## config.mk

```make
export PLATFORM = sky130hd
export DESIGN_NAME = br_ram_rd_flow_ctrl
export DESIGN_NICKNAME = d
export VERILOG_FILES = /design/src/rtl/br_ram_rd_flow_ctrl.sv
export SDC_FILE = /design/constraint.sdc
export NUM_CORES = 1
export LEC_CHECK = 0
export ABC_AREA = 1
export CAP_MARGIN = 20
export CELL_PAD_IN_SITES_DETAIL_PLACEMENT = 1
export CELL_PAD_IN_SITES_GLOBAL_PLACEMENT = 1
export CORE_MARGIN = 1.5
export CORE_UTILIZATION = 32
export CTS_CLUSTER_DIAMETER = 50
export CTS_CLUSTER_SIZE = 24
export DETAILED_ROUTE_END_ITERATION = 6
export PLACE_DENSITY = 0.73
export SETUP_SLACK_MARGIN = 0.2
export SLEW_MARGIN = 20
export SYNTH_ARGS = -nofsm -noshare
export SYNTH_HDL_FRONTEND = slang
export SYNTH_SLANG_ARGS = --single-unit
```

## constraint.sdc

```tcl
create_clock -name clk -period 1.85 [get_ports clk]
set_input_delay 0.555 -clock clk [delete_from_list [all_inputs] [get_ports clk]]
set_output_delay 0.555 -clock clk [all_outputs]
set_load 0.005 [all_outputs]
```

## src/rtl/br_ram_rd_flow_ctrl.sv

```systemverilog
// Read-port front end for a fixed-latency flop RAM: credit-gated request issue,
// in-order response buffering with optional same-cycle bypass of RAM data.
module br_ram_rd_flow_ctrl #(
  parameter int Depth          = 2,
  parameter int Width          = 1,
  parameter int ReadLatency    = 1,
  parameter int RspBufferDepth = 2,
  parameter int EnableBypass   = 1,
  localparam int AddressWidth  = (Depth > 1) ? $clog2(Depth) : 1,
  localparam int CountWidth    = $clog2(RspBufferDepth + 1)
) (
  input  logic                    clk,
  input  logic                    rst_n,
  input  logic                    req_valid,
  output logic                    req_ready,
  input  logic [AddressWidth-1:0] req_addr,
  output logic                    ram_rd_addr_valid,
  output logic [AddressWidth-1:0] ram_rd_addr,
  input  logic                    ram_rd_data_valid,
  input  logic [Width-1:0]        ram_rd_data,
  output logic                    rsp_valid,
  input  logic                    rsp_ready,
  output logic [Width-1:0]        rsp_data,
  output logic [CountWidth-1:0]   credits,
  output logic                    overflow_err
);

  localparam int PtrWidth = (RspBufferDepth > 1) ? $clog2(RspBufferDepth) : 1;
  localparam logic [PtrWidth-1:0]   LastPtr   = PtrWidth'(RspBufferDepth - 1);
  localparam logic [CountWidth-1:0] FullCount = CountWidth'(RspBufferDepth);

  logic [CountWidth-1:0] credits_q, credits_d;
  logic [CountWidth-1:0] occ_q, occ_d;
  logic [PtrWidth-1:0]   wr_ptr_q, wr_ptr_d;
  logic [PtrWidth-1:0]   rd_ptr_q, rd_ptr_d;
  logic                  overflow_q, overflow_d;
  logic [Width-1:0]      buf_q [RspBufferDepth];

  logic empty, full, issue, pop, buf_pop, push, bypass_sel;

  function automatic logic [PtrWidth-1:0] next_ptr(input logic [PtrWidth-1:0] p);
    return (p == LastPtr) ? '0 : p + PtrWidth'(1);
  endfunction

  // Request path: readiness depends on registered credits only, so no comb loop
  // can form through req_valid.
  assign req_ready         = (credits_q != '0);
  assign issue             = req_valid & req_ready;
  assign ram_rd_addr_valid = issue;
  assign ram_rd_addr       = req_addr;

  assign empty      = (occ_q == '0);
  assign full       = (occ_q == FullCount);
  assign bypass_sel = (EnableBypass != 0) && empty;

  // NOTE: every output of a combinational block gets a default first so no
  // path leaves it unassigned and infers a latch.
  always_comb begin
    rsp_valid = !empty;
    rsp_data  = buf_q[rd_ptr_q];
    if (bypass_sel) begin
      rsp_valid = ram_rd_data_valid;
      rsp_data  = ram_rd_data;
    end
  end

  assign pop     = rsp_valid & rsp_ready;
  assign buf_pop = pop & !empty;
  // A bypassed beat that is not taken this cycle lands in the buffer so it is
  // re-presented unchanged next cycle.
  assign push    = ram_rd_data_valid & !(bypass_sel & rsp_ready) & (!full | buf_pop);

  always_comb begin
    credits_d  = credits_q - CountWidth'(issue) + CountWidth'(pop);
    occ_d      = occ_q + CountWidth'(push) - CountWidth'(buf_pop);
    wr_ptr_d   = push    ? next_ptr(wr_ptr_q) : wr_ptr_q;
    rd_ptr_d   = buf_pop ? next_ptr(rd_ptr_q) : rd_ptr_q;
    overflow_d = overflow_q | (ram_rd_data_valid & full & !pop);
  end

  // NOTE: all state registers update with non-blocking assignments so every
  // flop samples pre-edge values regardless of block ordering.
  always_ff @(posedge clk or negedge rst_n) begin
    if (!rst_n) begin
      credits_q  <= FullCount;
      occ_q      <= '0;
      wr_ptr_q   <= '0;
      rd_ptr_q   <= '0;
      overflow_q <= 1'b0;
    end else begin
      credits_q  <= credits_d;
      occ_q      <= occ_d;
      wr_ptr_q   <= wr_ptr_d;
      rd_ptr_q   <= rd_ptr_d;
      overflow_q <= overflow_d;
    end
  end

  // NOTE: buffer storage is deliberately not reset; occupancy and pointers
  // already mark every entry invalid, and unreset storage maps to plain flops/RAM.
  always_ff @(posedge clk) begin
    if (push) buf_q[wr_ptr_q] <= ram_rd_data;
  end

  assign credits      = credits_q;
  assign overflow_err = overflow_q;

`ifndef SYNTHESIS
  // credits + occupancy = RspBufferDepth - in-flight; RAM data may only return
  // while something is in flight.
  logic [CountWidth:0] committed;
  assign committed = {1'b0, credits_q} + {1'b0, occ_q};

  a_committed_bound: assert property (@(posedge clk) disable iff (!rst_n)
    committed <= (CountWidth+1)'(RspBufferDepth));

  a_req_stable: assert property (@(posedge clk) disable iff (!rst_n)
    (req_valid && !req_ready) |=> (req_valid && $stable(req_addr)));

  a_rd_data_expected: assert property (@(posedge clk) disable iff (!rst_n)
    ram_rd_data_valid |->
      (committed < (CountWidth+1)'(RspBufferDepth)) || (ReadLatency == 0 && issue));
`endif

endmodule

```

==> impl_metrics.py <==
metrics = {
    "clock_tree": {
        "root_buffer": "clkbuf_4",
        "cts.sinks": 9,
        "cts_max_path_buffers": 2,
        "cts_made_buffers": 3,
        "h-tree-depth": 1,
        "clock_latency_ps": 280,
        "clkTransAtPathRegs_ps": 70,
        "tritoncts": "yes",
    },
    "drt": {
        "drt_first_pass_iters": 3,
        "drt-initial-drc-count": 10,
        "post_drt_wl_per_cell_um": 15.5,
        "ant_nets": 0,
        "drc_errors": 0,
        "via_per_inst": 4.58,
        "wl_mm": 1.54,
        "num_vias": 453,
    },
    "grt": {
        "grt_usage_pct": 20.6,
        "grt_pass1_wl_mm": 2.48,
        "overflow": 0,
        "grt_pass1_vias": 502,
        "antenna_found_initial": 0,
        "grt_max_degree": 8,
    },
    "floorplan": {
        "io_pins": 15,
        "design.core.area_um2": 1350,
        "die_x_um": 41.6,
        "start_util_pct": 35.3,
        "fp.dieArea_um2": 1730,
        "die_h_um": 41.6,
        "num_rows": 13,
    },
    "timing": {
        "maxSlewViolCount": 0,
        "clock_skew_ps": 3.69,
        "clock.fmax_mhz": 558,
        "rsz0062_at_grt": "yes",
        "period_needed_ps": 1790,
        "hold_viol_final": 0,
        "setup_ws_ps": 57.8,
        "final-setup-viol-count": 0,
        "final.setup.tns_ps": 0,
        "relSlewSlack_pct": 76.0,
        "fin_crit_sh_pct": 96.9,
        "tightest_slew_ps": 359,
    },
    "finish": {
        "drive_above_1_share_pct": 51.2,
        "syn_to_final_growth_pct": 74.5,
        "nets": 96,
        "utilization_pct": 61.6,
        "num-fill-cells": 156,
        "n_antenna_cell": 0,
    },
    "synth": {
        "synth_area_um2": 477,
        "synth.distinct_cells": 21,
        "yosys_warnings": 0,
        "synth_cells": 47,
        "synth_fp_nets": 58,
        "ys_ff_latch": 9,
        "syn_avg_cell_area_um2": 10.1,
        "yosysSeqAreaShare_pct": 49.6,
    },
    "run_status": {
        "status": "finished clean",
    },
    "critical_path": {
        "cp.arrival_ps": 1240,
        "worst_setup_path_end_kind": "primary output",
        "critPathLaunchType": "flip-flop",
        "cp.required_ps": 1290,
        "crit_fanout": 3,
        "crit_type": "reg -> out",
    },
    "placed_design": {
        "gp_congestion": 0.746,
        "io_buffers": 12,
        "dp_slack_ps": -429,
        "post-dp-hpwl_um": 786,
    },
    "hold_path": {
        "hp-class": "reg -> reg",
    },
    "power_and_ir_drop": {
        "ir_drop_mv": 0.824,
        "power.leakage_nw": 0.415,
        "power.density_nw_per_um2": 1630,
    },
    "job": {
        "drv_cap": 0,
    },
}
==> cell type report <==
class	count	area (um^2)	area share, %
inverter	8	30.0	3.61
timing repair buffer	34	277	33.2
multi-input combinational	29	243	29.2
clock buffer	4	26.3	3.16
sequential	9	238	28.6
tap	15	18.8	2.26
==> what timing repair did <==
action,in CTS,in global routing
pin swaps,9,7
setup endpoints to repair,11,5
hold endpoints to repair,0,0
hold buffers,0,0
buffers inserted,13,2
gates resized for setup,35,3
==> placed cells by master, fill, tap and decap left out, types with 3 or more instances in the layout <==
cell type      count
buf_6              4
inv_2              3
inv_1              5
dfrtp_1            5
buf_4             19
nand2_1            6
buf_2              3
dlygate4sd2_1      6
clkbuf_4           3
==> metrics by stage <==
stage	area [um^2]	hold WS (ps)	power [mW]	instances
3_5_place_dp	661	468	0.907	80
6_report	832	483	1.36	99
2_1_floorplan	477	259	0.653	47
3_3_place_gp	661	454	0.887	80
4_1_cts	808	482	1.28	97
5_1_grt	832	494	1.46	99
==> final timing paths <==
check                          from    endpoint  slack (ps)  cells after the start
max                        occ_q[1]   rsp_valid          60                      4
min                        wr_ptr_q    wr_ptr_q         480                      2
max reg2reg                occ_q[0]    buf_q[1]         120                      9
min reg2reg                wr_ptr_q    wr_ptr_q         480                      2
max in group asynchronous     rst_n  credits[1]        1000                      1
min in group asynchronous     rst_n    rd_ptr_q         550                      1
==> flip-flops by register name, summed over array words and instances (netlist names) <==
| name | count |
|---|---|
| occ_q | 2 |
| credits | 2 |
| wr_ptr_q | 1 |
| rd_ptr_q | 1 |
| overflow_err | 1 |
| buf_q | 2 |
==> cells in the mapped netlist <==
library cell,n,area [um^2]
a21oi_1,2,10.0
nor2_1,3,11.3
nand2_2,1,6.26
nand3_2,1,10.0
nand3_1,1,5.00
nand2_1,6,22.5
dfstp_2,1,26.3
xnor2_1,3,26.3
o21a_1,1,7.51
ha_1,4,50.1
edfxtp_1,2,60.1
inv_1,7,26.3
buf_4,1,7.51
inv_2,1,3.75
xor2_1,2,17.5
nand3b_1,1,7.51
or2_2,1,6.26
o21bai_1,1,7.51
or2_4,1,8.76
nand4_1,1,6.26
dfrtp_1,6,150
==> routing by layer <==
metal  routed length [um]  up-vias  global-route usage [%]
li1                     -      221                       -
met1                  629      215                    20.2
met2                  792       12                    35.6
met3                   72        5                    7.39
met4                   41        0                    14.2
met5                    0        -                       0
==> report_power, final <==
part           switching [mW]  internal [mW]
clock                  0.0833         0.0838
sequential             0.0617          0.306
combinational           0.353          0.473
==> worst max-delay path, cell delays in order (launching register included) <==
cell	delay (ps)
dfrtp_2	440
inv_2	100
nand2_4	70
or2_4	240
buf_6	120
==> logic make-up (layout without fill, tap and decap cells) <==
group | Yosys count | count (layout) | share of synthesized area [%]
AO/OA/AOI/OAI | 4 | 4 | 5.25
XOR/XNOR | 5 | 5 | 9.19
adder cells (fa/ha/maj) | 4 | 4 | 10.5
buffers and inverters | 9 | 46 | 7.87
flip-flops | 9 | 9 | 49.6
AND/OR/NAND/NOR | 16 | 16 | 17.6
Note: power is estimated with default switching activity, not from simulation.
